===== config.mk =====
export PLATFORM = sky130hd
export DESIGN_NAME = counter_scheduler
export DESIGN_NICKNAME = d
export VERILOG_FILES = /design/src/rtl/counter_scheduler.sv
export SDC_FILE = /design/constraint.sdc
export NUM_CORES = 1
export LEC_CHECK = 0
export BUFFER_PORTS_ARGS = -buffer_cell sky130_fd_sc_hd__buf_2
export CELL_PAD_IN_SITES_DETAIL_PLACEMENT = 0
export CELL_PAD_IN_SITES_GLOBAL_PLACEMENT = 1
export CORE_UTILIZATION = 24
export DETAILED_ROUTE_END_ITERATION = 8
export PLACE_DENSITY_LB_ADDON = 0.05
export SLEW_MARGIN = 20
export SYNTH_ARGS = -nofsm -noshare
export SYNTH_HDL_FRONTEND = slang
export SYNTH_SLANG_ARGS = --single-unit

===== constraint.sdc =====
create_clock -name clk -period 2.1 [get_ports clk]
set_input_delay 0.42 -clock clk [delete_from_list [all_inputs] [get_ports clk]]
set_output_delay 0.42 -clock clk [all_outputs]
set_load 0.01 [all_outputs]

===== src/rtl/counter_scheduler.sv =====
// counter_scheduler
//
// Shares one external up/down loadable counter among N_REQ requesters on a
// round-robin basis. A granted requester gets a timed run: the counter is
// loaded with its start value, then counts toward all-ones (up) or zero
// (down). When the terminal value appears on cnt_q, the owner receives a
// one-cycle done pulse.
//
// Ports
//   clk         rising-edge clock
//   clear_n     asynchronous active-low reset
//   req         per-requester request level, held until done or abandoned
//   req_start   packed start values; requester i uses [i*WIDTH +: WIDTH]
//   req_up      per-requester direction (1 = up to all-ones, 0 = down to 0)
//   gnt         one-hot owner of the counter (zero while idle)
//   done        one-cycle pulse on the owner's bit at the end of its run
//   busy        high whenever the scheduler is not idle
//   cnt_load    counter load strobe
//   cnt_enable  counter count enable
//   cnt_up      counter direction
//   cnt_v       counter load value
//   cnt_q       counter current value
module counter_scheduler #(
  parameter int N_REQ = 4,
  parameter int WIDTH = 8
) (
  input  logic                   clk,
  input  logic                   clear_n,
  input  logic [N_REQ-1:0]       req,
  input  logic [N_REQ*WIDTH-1:0] req_start,
  input  logic [N_REQ-1:0]       req_up,
  output logic [N_REQ-1:0]       gnt,
  output logic [N_REQ-1:0]       done,
  output logic                   busy,
  output logic                   cnt_load,
  output logic                   cnt_enable,
  output logic                   cnt_up,
  output logic [WIDTH-1:0]       cnt_v,
  input  logic [WIDTH-1:0]       cnt_q
);

  localparam int IW = (N_REQ > 1) ? $clog2(N_REQ) : 1;

  localparam logic [1:0] S_IDLE = 2'd0;
  localparam logic [1:0] S_LOAD = 2'd1;
  localparam logic [1:0] S_RUN  = 2'd2;
  localparam logic [1:0] S_DONE = 2'd3;

  logic [1:0]       state, state_nxt;
  logic [IW-1:0]    own, own_nxt;
  logic [IW-1:0]    ptr, ptr_nxt;

  logic             pick_vld;
  logic [IW-1:0]    pick_idx;
  logic [IW-1:0]    cand;

  logic [WIDTH-1:0] start_arr [N_REQ];
  logic [WIDTH-1:0] own_start;
  logic [WIDTH-1:0] term;
  logic             own_up;
  logic             own_req;
  logic             at_term;

  // Advance an index by one, wrapping at N_REQ (N_REQ need not be a power of 2).
  function automatic logic [IW-1:0] wrap_inc(input logic [IW-1:0] x);
    if (int'(x) >= N_REQ - 1) return '0;
    return x + IW'(1);
  endfunction

  always_comb begin
    for (int i = 0; i < N_REQ; i++) begin
      start_arr[i] = req_start[i*WIDTH +: WIDTH];
    end
  end

  // Owner's run parameters are used live, not latched; the requester keeps
  // them stable for the whole grant.
  assign own_start = start_arr[own];
  assign own_up    = req_up[own];
  assign own_req   = req[own];
  assign term      = {WIDTH{own_up}};
  assign at_term   = (cnt_q == term);

  // Round-robin pick: scan downward in offset so the lowest offset from ptr
  // is the last writer and therefore wins.
  always_comb begin
    pick_vld = 1'b0;
    pick_idx = '0;
    cand     = '0;
    for (int i = N_REQ - 1; i >= 0; i--) begin
      cand = IW'((int'(ptr) + i) % N_REQ);
      if (req[cand]) begin
        pick_vld = 1'b1;
        pick_idx = cand;
      end
    end
  end

  always_comb begin
    state_nxt  = state;
    own_nxt    = own;
    ptr_nxt    = ptr;
    gnt        = '0;
    done       = '0;
    cnt_load   = 1'b0;
    cnt_enable = 1'b0;
    cnt_up     = 1'b0;
    cnt_v      = '0;
    case (state)
      S_IDLE: begin
        if (pick_vld) begin
          own_nxt   = pick_idx;
          state_nxt = S_LOAD;
        end
      end
      S_LOAD: begin
        gnt[own]   = 1'b1;
        cnt_load   = 1'b1;
        cnt_v      = own_start;
        cnt_up     = own_up;
        // A dropped request kills the enable in the same cycle.
        cnt_enable = own_req;
        if (own_req) begin
          state_nxt = S_RUN;
        end else begin
          state_nxt = S_IDLE;
          ptr_nxt   = wrap_inc(own);
        end
      end
      S_RUN: begin
        gnt[own]   = 1'b1;
        cnt_up     = own_up;
        // Enable falls combinationally on terminal so the counter parks there.
        cnt_enable = own_req && !at_term;
        if (!own_req) begin
          state_nxt = S_IDLE;
          ptr_nxt   = wrap_inc(own);
        end else if (at_term) begin
          state_nxt = S_DONE;
        end
      end
      S_DONE: begin
        gnt[own]  = 1'b1;
        done[own] = 1'b1;
        ptr_nxt   = wrap_inc(own);
        state_nxt = S_IDLE;
      end
      default: begin
        state_nxt = S_IDLE;
      end
    endcase
  end

  assign busy = (state != S_IDLE);

  always_ff @(posedge clk or negedge clear_n) begin
    if (!clear_n) begin
      state <= S_IDLE;
      own   <= '0;
      ptr   <= '0;
    end else begin
      state <= state_nxt;
      own   <= own_nxt;
      ptr   <= ptr_nxt;
    end
  end

endmodule


; ---- Word level (Yosys, flattened, before mapping)
; Index checks and enable logic that the tools add are counted.
[word_totals]
ff_bits = 6
wordCells = 83
[op_classes]
n_addsub = 4
magnitude_cmp = 8
n_eq_ne = 8
muxes = 48
bitwise = 1
n_reduce_logical = 11
[op_table]
columns = op, n
row1 = 2-bit two-way mux, 14
row2 = 8-bit two-way mux, 3
row3 = 1-bit two-way mux, 18
row4 = 8-bit binary-select mux with 2-bit select, 1
row5 = 2-bit by 3-bit < comparator with 1-bit output (second input constant), 5
row6 = 1-bit binary-select mux with 2-bit select, 6
row7 = 8-bit equality test, 1
row8 = 4-bit two-way mux, 2
row9 = 2-bit one-hot mux with 4 select lines, 1
row10 = 2-bit inequality test (second input constant), 3
row11 = 2-bit one-hot mux with 3 select lines, 1
row12 = 2-bit by 1-bit adder with 2-bit output (second input constant), 2
row13 = 2-bit adder (second input constant), 2
row14 = 2-bit equality test (second input constant), 2
row15 = 2-bit AND reduction, 2
row16 = 3-bit greater-or-equal comparator (second input constant), 1
row17 = 3-bit inequality test (second input constant), 1
row18 = 2-bit inverter with 3-bit output, 1
row19 = 3-bit AND reduction, 1
row20 = 3-bit nonzero test, 1
row21 = 3-bit OR reduction, 1
row22 = 1-bit demux with 2-bit select, 1
row23 = 2-bit by 1-bit equality test with 1-bit output (second input constant), 1
row24 = 2-bit by 1-bit greater-or-equal comparator with 1-bit output (second input constant), 1
row25 = other kinds (7), 8

; ---- Logic depth before layout (Yosys ltp)
[depth]
depth_word = 9
mapped_depth = 7

; ---- Least setup slack after synthesis
; OpenSTA, ideal clock, no wires.
[synth_timing]
path_kind = register to output
start = reg own[0]
end = out cnt_enable
t_arrival_ns = 1.655
required_time_ns = 1.680
setup_slack_ns = 0.025
path_stages_with_launch = 5
cell_sequence = dfrtp_1 mux4_2 or3_1 a32oi_1 nor2b_1
[synth_via]
elab_chain_len = 6
word_cells_on_any_way = 8
[synth_rtl]
columns = item, line_no
row1 = from (decl), 50  ; logic [IW-1:0] own, own_nxt;
row2 = from (signal assigned), 163  ; own <= own_nxt;
row3 = 1-bit binary-select mux with 2-bit select, 79  ; assign own_up = req_up[own];
row4 = 1-bit two-way mux (not written as such), 79
row5 = 8-bit equality test, 82  ; assign at_term = (cnt_q == term);
row6 = 1-bit zero test, 134  ; cnt_enable = own_req && !at_term;
row7 = 1-bit logical AND, 134
row8 = 1-bit one-hot mux with 2 select lines *, 109  ; case (state)
row9 = to (decl), 36  ; output logic cnt_enable,
; Every way passes the cells marked *; elsewhere a longest branch is shown, timed or not. The select of a mux whose other input is x is not followed.

; ---- Final worst setup path
; Ends and elaborated chain as after synthesis.

==> results_dict.tcl <==
set metrics [dict create \
    status "finished, violations left" \
    violations "negative setup slack" \
    cts-root-buf "clkbuf_4" \
    drtIter0Drc 20 \
    area_delta_synth_final_pct 58.5 \
    min_period_ns 2.27 \
    powerDensity_nw_per_um2 1080 \
    clkSinkCount 6 \
    worstPathArrival_ns 1.85 \
    required_ns 1.68 \
    nNetsFinal 227 \
    path_class "flip-flop to primary output" \
    cts-buffers-inserted 3 \
    synth_area_um2 880 \
    drt_wl_total_um 2500 \
    post-route-util_pct 40.8 \
    globalRoute.totalOverflow 0 \
    grt_pass1_wl_um 4170 \
    wl_per_cell_um 11.7 \
    viasPerCell 4.62 \
    setup_violations 5 \
    place_area_um2 1350 \
    ys_ff_latch 6 \
    synth-simple-area-share_pct 24.3 \
    ant_nets 0 \
    fin_skew_ns 0.0104 \
    start_util_pct 25.8 \
    final_hold_viol_count 0 \
    min_path_type "input port to async pin" \
    placementRows 21 \
    dieArea_um2 3910 \
    post-place-ws_ns -0.175 \
    antenna_found_initial 0 \
    synth-xor-area-share_pct 0 \
    max-clock-path-buffers 2 \
    end_kind "primary output" \
    vias 985 \
    rsz0062_at_grt "true" \
    fmax_ghz 0.440 \
    post_synth_num_cell_types 32 \
    core-area_um2 3420 \
    synthAdderAreaFrac_pct 11.4 \
    cts_tree "yes" \
    synthesis.nets 145 \
    slew_violations 0 \
    insertion_delay_ns 0.25 \
    max_cap_violations 0 \
    diodes 0 \
    synth.yosys.seq_area_share_pct 17.1 \
    final_area_um2 1390 \
    port_buffers 69 \
    remaining_drc_errors 0 \
    synth_compound_area_share_pct 11.8 \
    synth_mux_area_share_pct 31.4 \
    ir_drop_mv 0.576 \
    place_hpwl_um 2150 \
    mostFrequentLayoutCells "buf_2 (69), and2_1 (14), mux4_2 (9), buf_4 (9), ha_1 (8)" \
    drive_gt1_share_pct 57.5 \
    final_common_cell "buf_2" \
    io_pins 70 \
    grt_pass1_vias 1002 \
    synth_top_family_by_area "multiplexers" \
    post_cts_buffers 0 \
    clk_pin_slew_ns 0.05 \
    worst_pin_slew_ns 0.393 \
    cp-start-kind "flip-flop" \
    cts.htree.levels 1 \
    crit_path_max_fanout 2 \
    synth_warnings 0 \
    die_height_um 62.5 \
    leakagePower_nw 0.716 \
    synth_area_per_cell_um2 10.1 \
    finalWorstSetupSlack_ns -0.172 \
    syn_inst 87 \
    grt_max_degree 14 \
    firstDrtPassIters 4 \
    die_w_um 62.5 \
    place_congestion 0.707 \
    fin_crit_sh_pct 108 \
    grt.total_usage_pct 13.2 \
    slew_headroom_pct 73.5 \
]
==> area by class of cell <==
cell class	instances	area [µm²]
fill	378	2020
inverter	6	22.5
multi-input combinational	72	698
timing repair buffer	80	443
clock buffer	3	22.5
sequential	6	150
tap	46	57.6
==> path summary, 6_finish.rpt <==
| check | to | depth (start not counted) | from | slack, ns |
|---|---|---|---|---|
| worst max register to register | ptr[1] | 6 | own[0] | 0.18 |
| max in group asynchronous | own[0] | 2 | clear_n | 1.40 |
| worst min register to register | state[1] | 1 | state[1] | 0.54 |
| min in group clk | state[1] | 1 | state[1] | 0.54 |
| worst min-delay path | ptr[0] | 2 | clear_n | 0.53 |
| worst max-delay path | cnt_enable | 5 | own[0] | -0.17 |
==> what timing repair did <==
action / in CTS / in global routing
hold buffers: 1 / 0
endpoints found under the hold margin: 3 / 0
pin swaps: 2 / 0
endpoints found under the setup margin: 9 / 9
resized for setup: 4 / 2
==> report_power, final <==
part | total [mW] | switching, mW | internal (mW)
logic | 1.16 | 0.536 | 0.626
registers | 0.228 | 0.0554 | 0.173
clock network | 0.109 | 0.0443 | 0.0649
==> kinds of logic (layout without fill, tap and decap cells) <==
logic type / after synthesis / in the layout
AO/OA/AOI/OAI: 15 / 15
multiplexers: 14 / 14
buffers and inverters: 9 / 89
AND/OR/NAND/NOR: 35 / 35
flip-flops: 6 / 6
adder cells (fa/ha/maj): 8 / 8
==> Yosys cell counts <==
| library cell | number | area [µm²] |
|---|---|---|
| and2_1 | 15 | 93.8 |
| ha_1 | 8 | 100 |
| mux4_2 | 8 | 180 |
| dfrtp_1 | 6 | 150 |
| inv_1 | 6 | 22.5 |
| nor2b_1 | 5 | 31.3 |
| a21oi_1 | 4 | 20.0 |
| mux2_2 | 3 | 33.8 |
| nand2_1 | 3 | 11.3 |
| or4_1 | 3 | 22.5 |
| and4_1 | 2 | 17.5 |
| mux4_1 | 2 | 52.6 |
| nor2_1 | 2 | 7.51 |
| o21ai_0 | 2 | 10.0 |
| a2111oi_0 | 1 | 8.76 |
| a211oi_1 | 1 | 7.51 |
| a21o_1 | 1 | 7.51 |
| a22oi_1 | 1 | 7.51 |
| a311oi_1 | 1 | 8.76 |
| a32oi_1 | 1 | 8.76 |
| buf_1 | 1 | 3.75 |
| buf_2 | 1 | 5.00 |
| clkbuf_1 | 1 | 3.75 |
| mux2i_1 | 1 | 10.0 |
| nand3_1 | 1 | 5.00 |
| nor3_1 | 1 | 5.00 |
| nor3b_1 | 1 | 7.51 |
| nor4_1 | 1 | 6.26 |
| o2111a_1 | 1 | 11.3 |
| o21a_1 | 1 | 7.51 |
| o22ai_1 | 1 | 6.26 |
| or3_1 | 1 | 6.26 |
==> per-stage QoR <==
step | instances | power [mW] | TNS, ns | hold WS, ns
5_1_grt | 213 | 1.65 | -1.01 | 0.534
2_1_floorplan | 87 | 0.964 | 0 | 0.124
4_1_cts | 213 | 1.51 | -0.688 | 0.531
3_3_place_gp | 209 | 1.36 | -0.152 | 0.257
3_5_place_dp | 209 | 1.37 | -0.175 | 0.260
6_report | 213 | 1.50 | -0.243 | 0.533
==> critical path, cell delays in order (launching register included) <==
cell	delay, ns
dfrtp_1	0.37
mux4_2	0.52
or3_4	0.35
a32oi_1	0.18
nor2b_1	0.06
buf_2	0.13
==> state kept, by name (all words and copies together) (netlist names) <==
signal,flops
state,2
ptr,2
own,2
==> metal layers <==
| layer | global-route usage, % | vias to the layer above | wire length [µm] |
|---|---|---|---|
| met5 | 0 | - | 0 |
| met4 | 2.91 | 0 | 0 |
| met3 | 1.82 | 0 | 92 |
| met2 | 24.0 | 28 | 1300 |
| met1 | 16.4 | 458 | 1110 |
| li1 | - | 499 | - |
Note: power is estimated with default switching activity, not from simulation.
